--- config.mk ---
export PLATFORM = sky130hd
export DESIGN_NAME = dacspi_slave
export DESIGN_NICKNAME = d
export VERILOG_FILES = /design/src/rtl/dacspi_slave.sv
export SDC_FILE = /design/constraint.sdc
export NUM_CORES = 1
export LEC_CHECK = 0
export CORE_ASPECT_RATIO = 0.8
export CORE_MARGIN = 2
export CORE_UTILIZATION = 55
export CTS_CLUSTER_DIAMETER = 40
export DETAILED_ROUTE_END_ITERATION = 8
export GPL_TIMING_DRIVEN = 0
export PLACE_DENSITY = 0.76
export SLEW_MARGIN = 20
export SYNTH_ARGS = -nofsm -noshare
export SYNTH_HDL_FRONTEND = slang
export SYNTH_SLANG_ARGS = --single-unit
--- constraint.sdc ---
create_clock -name CLK50MHZ -period 7.8 [get_ports CLK50MHZ]
set_input_delay 1.56 -clock CLK50MHZ [delete_from_list [all_inputs] [get_ports CLK50MHZ]]
set_output_delay 1.56 -clock CLK50MHZ [all_outputs]
set_load 0.05 [all_outputs]
--- src/rtl/dacspi_slave.sv ---
// ============================================================================
// Module   : dacspi_slave
// Brief    : SPI slave for a four-channel 12-bit DAC front end. Decodes 32-bit
//            frames into input/DAC register writes. Optional MISO echo of the
//            previous frame is enabled by defining DACSPI_SLAVE_ECHO_EN.
// Revision : 1.0 - initial release
// ============================================================================
`default_nettype none

module dacspi_slave #(
    parameter int SYNC_STAGES = 2
) (
    input  logic        CLK50MHZ,
    input  logic        RST,
    input  logic        SPI_SCK,
    input  logic        DAC_CS,
    input  logic        DAC_CLR,
    input  logic        SPI_MOSI,
    output logic        DAC_OUT,
    output logic [11:0] dac_a,
    output logic [11:0] dac_b,
    output logic [11:0] dac_c,
    output logic [11:0] dac_d,
    output logic        frame_valid,
    output logic        frame_error
);

    localparam int PIN_MOSI = 0;
    localparam int PIN_CLR  = 1;
    localparam int PIN_CS   = 2;
    localparam int PIN_SCK  = 3;
    localparam logic [5:0] FULL_FRAME = 6'd32;
    localparam logic [5:0] CNT_SAT    = 6'd33;

    typedef enum logic [1:0] {
        IDLE  = 2'd0,
        SHIFT = 2'd1,
        EXEC  = 2'd2
    } state_t;

    state_t      state;
    state_t      state_next;

    logic [3:0]             pins;
    logic [SYNC_STAGES-1:0] sync_chain [4];
    logic                   sck_s, cs_s, clr_s, mosi_s;
    logic                   sck_d, cs_d;
    logic                   sck_rise, cs_fall, cs_rise;

    logic [31:0] sr;
    logic [5:0]  cnt;
    logic [11:0] in_reg  [4];
    logic [11:0] dac_reg [4];

    logic        frame_ok;
    logic        frame_bad;
    logic [3:0]  cmd;
    logic [3:0]  addr;
    logic [11:0] data;
    logic [3:0]  sel;

    assign pins = {SPI_SCK, DAC_CS, DAC_CLR, SPI_MOSI};

    // All synchronizers reset to 0 so a CS held low through reset never looks like a falling edge.
    always_ff @(posedge CLK50MHZ or posedge RST) begin
        if (RST) begin
            for (int i = 0; i < 4; i++) sync_chain[i] <= '0;
            sck_d <= 1'b0;
            cs_d  <= 1'b0;
        end else begin
            for (int i = 0; i < 4; i++)
                sync_chain[i] <= {sync_chain[i][SYNC_STAGES-2:0], pins[i]};
            sck_d <= sck_s;
            cs_d  <= cs_s;
        end
    end

    assign sck_s    = sync_chain[PIN_SCK][SYNC_STAGES-1];
    assign cs_s     = sync_chain[PIN_CS][SYNC_STAGES-1];
    assign clr_s    = sync_chain[PIN_CLR][SYNC_STAGES-1];
    assign mosi_s   = sync_chain[PIN_MOSI][SYNC_STAGES-1];
    assign sck_rise = sck_s & ~sck_d;
    assign cs_fall  = ~cs_s & cs_d;
    assign cs_rise  = cs_s & ~cs_d;

    always_ff @(posedge CLK50MHZ or posedge RST) begin
        if (RST) state <= IDLE;
        else     state <= state_next;
    end

    always_comb begin
        state_next = state;
        frame_ok   = 1'b0;
        frame_bad  = 1'b0;
        case (state)
            IDLE:  if (cs_fall) state_next = SHIFT;
            SHIFT: if (cs_rise) state_next = EXEC;
            EXEC: begin
                state_next = IDLE;
                if (cnt == FULL_FRAME) frame_ok  = 1'b1;
                else                   frame_bad = 1'b1;
            end
            default: state_next = IDLE;
        endcase
    end

    always_ff @(posedge CLK50MHZ or posedge RST) begin
        if (RST) begin
            sr  <= '0;
            cnt <= '0;
        end else begin
            if (state == IDLE && cs_fall) cnt <= '0;
            if (state == SHIFT && sck_rise) begin
                sr <= (sr << 1) | {31'd0, mosi_s};
                if (cnt != CNT_SAT) cnt <= cnt + 6'd1;
            end
        end
    end

    assign cmd  = sr[23:20];
    assign addr = sr[19:16];
    assign data = sr[15:4];

    always_comb begin
        sel = 4'b0000;
        if (addr == 4'hF)       sel = 4'b1111;
        else if (addr < 4'd4)   sel = 4'b0001 << addr[1:0];
    end

    // Clear has priority; an unknown command or address still counts as a valid frame.
    always_ff @(posedge CLK50MHZ or posedge RST) begin
        if (RST) begin
            for (int i = 0; i < 4; i++) begin
                in_reg[i]  <= '0;
                dac_reg[i] <= '0;
            end
        end else if (!clr_s) begin
            for (int i = 0; i < 4; i++) begin
                in_reg[i]  <= '0;
                dac_reg[i] <= '0;
            end
        end else if (frame_ok && sel != 4'b0000) begin
            for (int i = 0; i < 4; i++) begin
                case (cmd)
                    4'b0000: if (sel[i]) in_reg[i] <= data;
                    4'b0001: if (sel[i]) dac_reg[i] <= in_reg[i];
                    4'b0011: if (sel[i]) begin
                        in_reg[i]  <= data;
                        dac_reg[i] <= data;
                    end
                    4'b0010: begin
                        if (sel[i]) in_reg[i] <= data;
                        dac_reg[i] <= sel[i] ? data : in_reg[i];
                    end
                    default: ;
                endcase
            end
        end
    end

    always_ff @(posedge CLK50MHZ or posedge RST) begin
        if (RST) begin
            frame_valid <= 1'b0;
            frame_error <= 1'b0;
        end else begin
            frame_valid <= frame_ok;
            frame_error <= frame_bad;
        end
    end

    assign dac_a = dac_reg[0];
    assign dac_b = dac_reg[1];
    assign dac_c = dac_reg[2];
    assign dac_d = dac_reg[3];

`ifdef DACSPI_SLAVE_ECHO_EN
    logic sck_fall;
    logic echo;

    assign sck_fall = ~sck_s & sck_d;

    // Before the first shift sr still holds the previous frame, so its MSB goes out first.
    always_ff @(posedge CLK50MHZ or posedge RST) begin
        if (RST)
            echo <= 1'b0;
        else if ((state == IDLE && cs_fall) || (state == SHIFT && sck_fall))
            echo <= sr[31];
    end

    assign DAC_OUT = echo;
`else
    assign DAC_OUT = 1'b0;
`endif

endmodule

`default_nettype wire

==> Word-level counts from Yosys, hierarchy flattened <==
Cells that the tools add are included.
{ "classes": {"bitwise_logic": 7, "n_shift": 1, "n_eq_ne": 21, "n_mux": 36, "reduce_logical": 13, "add_sub_neg": 1, "multipliers": 0, "n_div": 0, "n_lt_le_gt_ge": 1} }
{ "op_table": {"columns": ["op", "n"], "rows": [
  ["12-bit 2-to-1 mux", 16],
  ["48-bit 2-to-1 mux", 4],
  ["12-bit one-hot mux with 3 select lines", 4],
  ["3-bit inequality test (second input constant)", 8],
  ["24-bit by 1-bit bitwise OR with 24-bit output", 1],
  ["6-bit 2-to-1 mux", 3],
  ["4-bit AND reduction", 4],
  ["4-bit by 2-bit == test with 1-bit output (second input constant)", 2],
  ["4-bit 2-to-1 mux", 2],
  ["6-bit by 1-bit adder with 6-bit output (second input constant)", 1],
  ["6-bit == test (second input constant)", 1],
  ["2-bit inequality test (second input constant)", 3],
  ["6-bit inequality test (second input constant)", 1],
  ["4-bit by 1-bit == test with 1-bit output (second input constant)", 1],
  ["4-bit == test (second input constant)", 1],
  ["4-bit logical NOT", 1],
  ["4-bit by 3-bit less-than comparator with 1-bit output (second input constant)", 1],
  ["1-bit 2-to-1 mux", 4],
  ["2-bit 2-to-1 mux", 2],
  ["4-bit by 1-bit inequality test with 1-bit output (second input constant)", 1],
  ["2-bit one-hot mux with 2 select lines", 1],
  ["2-bit AND reduction", 2],
  ["4-bit nonzero test", 1],
  ["1-bit by 2-bit left shift with 4-bit output (first input constant)", 1],
  ["other kinds (8)", 14]
]} }
{ "totals": {"n_memories": 0, "in_bits": 6, "ramBits": 0, "latchBits": 0, "regBits": 140, "wordCells": 99, "rom_bits": 0} }

==> Longest topological paths before layout <==
{ "logic_depth": {"depth_word": 7, "depth_mapped": 7, "depth_no_buf": 6} }

==> Worst setup path before layout <==
OpenSTA, ideal clock, no wires.
{ "synth_path": {"path_type": "reg2out", "start": "register dac_reg, in the netlist dac_d[0]", "end": "output port dac_d[0]", "arrival_ps": 600, "required_ps": 6240, "slack_ps": 5640, "stages_incl_launch_ff": 1, "path_cell_list": "dfrtp_1"} }
{ "synth_lines": {"columns": ["item", "line_no", "source"], "rows": [
  ["start, declared", "53", "logic [11:0] dac_reg [4];"],
  ["start signal, assigned by index", "146", "4'b0001: if (sel[i]) dac_reg[i] <= in_reg[i];"],
  ["start signal, assigned by index", "149", "dac_reg[i] <= data;"],
  ["start signal, assigned by index", "153", "dac_reg[i] <= sel[i] ? data : in_reg[i];"],
  ["end, declared", "23", "output logic [11:0] dac_d,"]
]} }
No word-level cell between the ends.

==> Worst setup path in the final report <==
{ "layout_path": {"start": "register dac_reg, in the netlist dac_b[11]", "end": "output port dac_b[11]"} }
{ "layout_lines": {"columns": ["item", "line_no", "source"], "rows": [
  ["end, declared", "21", "output logic [11:0] dac_b,"]
]} }
No word-level cell between the ends.

==> flow_summary.json <==
{
  "status": "finished, final reports clean",
  "synth-edff-count": 0,
  "cts_buffers": 17,
  "die_area_um2": 13400,
  "ys.warnings.count": 0,
  "setup_viol": 0,
  "nets": 711,
  "fp.dieH_um": 103.9,
  "numClockSinks": 140,
  "drive_gt1_share_pct": 14.13,
  "grt_max_degree": 99,
  "mostFrequentLayoutCells": "dfrtp_1, clkdlybuf4s50_1, a22o_1",
  "wl_per_cell_um": 19.61,
  "max_slew.worst_pin.slew_ns": 0.8908,
  "start_util_pct": 56.47,
  "syn_nets": 636,
  "dp.cells": 835,
  "post_cts.repair.setup_buffers": 0,
  "grt_first_pass_wirelength_um": 27790,
  "fmax_ghz": 0.3127,
  "crit_buf_inv": 1,
  "finalCritPeriodShare_pct": 41.00,
  "cp.arrival_ns": 1.64,
  "mostFrequentLayoutCell": "dfrtp_1",
  "fillCellCount": 952,
  "syn2layout_area_growth_pct": 19.64,
  "overflow": 0,
  "grt_usage_pct": 26.82,
  "clk_latency_ns": 0.43,
  "ys_seq_area_share_pct": 51.01,
  "ys.flop_type": "dfrtp_1",
  "fin_worst_skew_ns": 0.008242,
  "cts_tree": "yes",
  "vias": 5325,
  "p_leak_nw": 3.737,
  "hold_viol": 0,
  "drc": 0,
  "crit_chain": "clkdlybuf4s50_1",
  "routed_wl_um": 17000,
  "postSynthAreaPerCell_um2": 10.95,
  "htreeDepth": 4,
  "via_per_inst": 6.142,
  "async_flop_share_pct": 100.0,
  "crit_required_ns": 6.24,
  "syn_inst": 627,
  "drtIter0Drc": 416,
  "cts_resized": 0,
  "worst_setup_path_start_kind": "flop",
  "ioPinCount": 57,
  "synthDistinctLibCells": 52,
  "cp_max_fo": 2,
  "die_w_um": 128.9,
  "slowest_delay_ns": 0.82,
  "stdcell_count": 867,
  "diodes": 0,
  "slowest_stage": "clkdlybuf4s50_1",
  "path_delay_family": "buffers and inverters",
  "ys_ff_latch": 140,
  "peakVddDrop_uv": 187.7,
  "place.gp.congestion": 0.9100,
  "hold_buffers": 0,
  "slew_violations": 0,
  "rows": 36,
  "coreArea_um2": 12160,
  "clk_pin_slew_worst_paths_ns": 0.06,
  "maxCapViolCount": 0,
  "rsz0062_at_grt": "no",
  "holdCritPathClass": "flop to flop",
  "ant_nets": 0,
  "slew_headroom_pct": 39.08,
  "cts.path.max_buffers": 2,
  "critPathCaptureType": "output pin",
  "fin_crit_ns": 3.198,
  "p_per_area_nw_per_um2": 207.2,
  "grt_pass1_vias": 5254,
  "timing.setup.tns_ns": 0,
  "io_buffers": 55,
  "largest_register_ffs": 48,
  "crit_type": "flop to output pin",
  "antenna_found_initial": 0,
  "dp_hpwl_um": 11990,
  "root_buffer": "clkbuf_16",
  "drtPass1Iterations": 6,
  "syn_area_um2": 6868
}
-- power breakdown --
| part | internal (mW) | switching (mW) |
|---|---|---|
| combinational | 0.0473 | 0.102 |
| clock | 0.444 | 0.336 |
| sequential | 0.755 | 0.0181 |
-- worst paths after layout --
path / startpoint / end / slack, ns / cells past startpoint
max in group asynchronous: RST / dac_b[4]$_DFFE_PP0P_ / 5.49 / 3
min in group asynchronous: RST / in_reg[10]$_DFFE_PP0P_ / 1.52 / 2
max: dac_b[11]$_DFFE_PP0P_ / dac_b[11] / 4.60 / 1
min reg2reg: sync_chain[2]$_DFF_PP0_ / cs_s$_DFF_PP0_ / 0.36 / 0
max reg2reg: sr[20]$_DFFE_PP0P_ / dac_a[5]$_DFFE_PP0P_ / 4.99 / 7
min: sync_chain[2]$_DFF_PP0_ / cs_s$_DFF_PP0_ / 0.36 / 0
-- synth_stat cells (12+ instances only) --
master,n,area (um2)
clkbuf_1,37,138.9
nand3_1,17,85.08
mux2_2,25,281.5
or4_1,12,90.09
inv_1,44,165.2
nor2_1,37,138.9
nor4_1,16,100.1
and3_1,24,150.1
nand3b_1,12,90.09
a2111oi_0,12,105.1
o22ai_1,24,150.1
nor3_1,12,60.06
dfrtp_1,140,3503
buf_2,19,95.09
a22o_1,48,420.4
mux2i_1,37,370.4
nand2_1,23,86.33
o2111a_1,13,146.4
-- metrics by stage --
| stage | setup WS [ns] | hold WS [ns] | cell area (um2) | utilization (%) | total power [mW] |
|---|---|---|---|---|---|
| 6_report | 4.602 | 0.3564 | 8217 | 67.56 | 1.703 |
| 5_1_grt | 4.539 | 0.3675 | 8217 | 67.56 | 1.769 |
| 4_1_cts | 4.594 | 0.3587 | 8210 | 67.51 | 1.710 |
| 3_5_place_dp | 5.050 | 0.3440 | 7644 | 62.85 | 0.9313 |
| 3_3_place_gp | 0.8215 | 0.3331 | 7609 | 62.56 | 0.9210 |
| 2_1_floorplan | 2.487 | 0.3312 | 6868 | - | 0.8826 |
-- cells by family after synthesis --
logic type | Yosys count | share of synthesized area [%]
AOI/OAI and AO/OA | 122 | 14.81
xor gates and xnor gates | 4 | 0.5102
adders and majority gates | 3 | 0.5466
buffers and inverters | 108 | 6.577
DFF | 140 | 51.01
muxes | 72 | 11.68
other | 1 | 0.05460
and+or+nand+nor | 177 | 14.81
-- layout make-up --
class | count | area (um2) | area share, %
inverters | 44 | 172.7 | 2.101
repair buffers | 56 | 578.1 | 7.035
well taps | 152 | 190.2 | 2.315
clock buffers | 18 | 429.2 | 5.223
plain buffers | 64 | 286.5 | 3.487
multi-input cells | 379 | 2919 | 35.53
flip-flops and latches | 140 | 3503 | 42.64
clock inverters | 14 | 137.6 | 1.675
-- per-layer routing --
layer	routed length [um]	track usage (%)	vias up	share of wire [%]
met5	0	0	-	0
met4	206	7.376	0	1.2
met3	1194	8.230	20	7.0
met2	7603	39.46	216	45
met1	7995	38.74	2621	47
li1	-	-	2468	-
No activity file was read; power rests on OpenSTA's default activity.
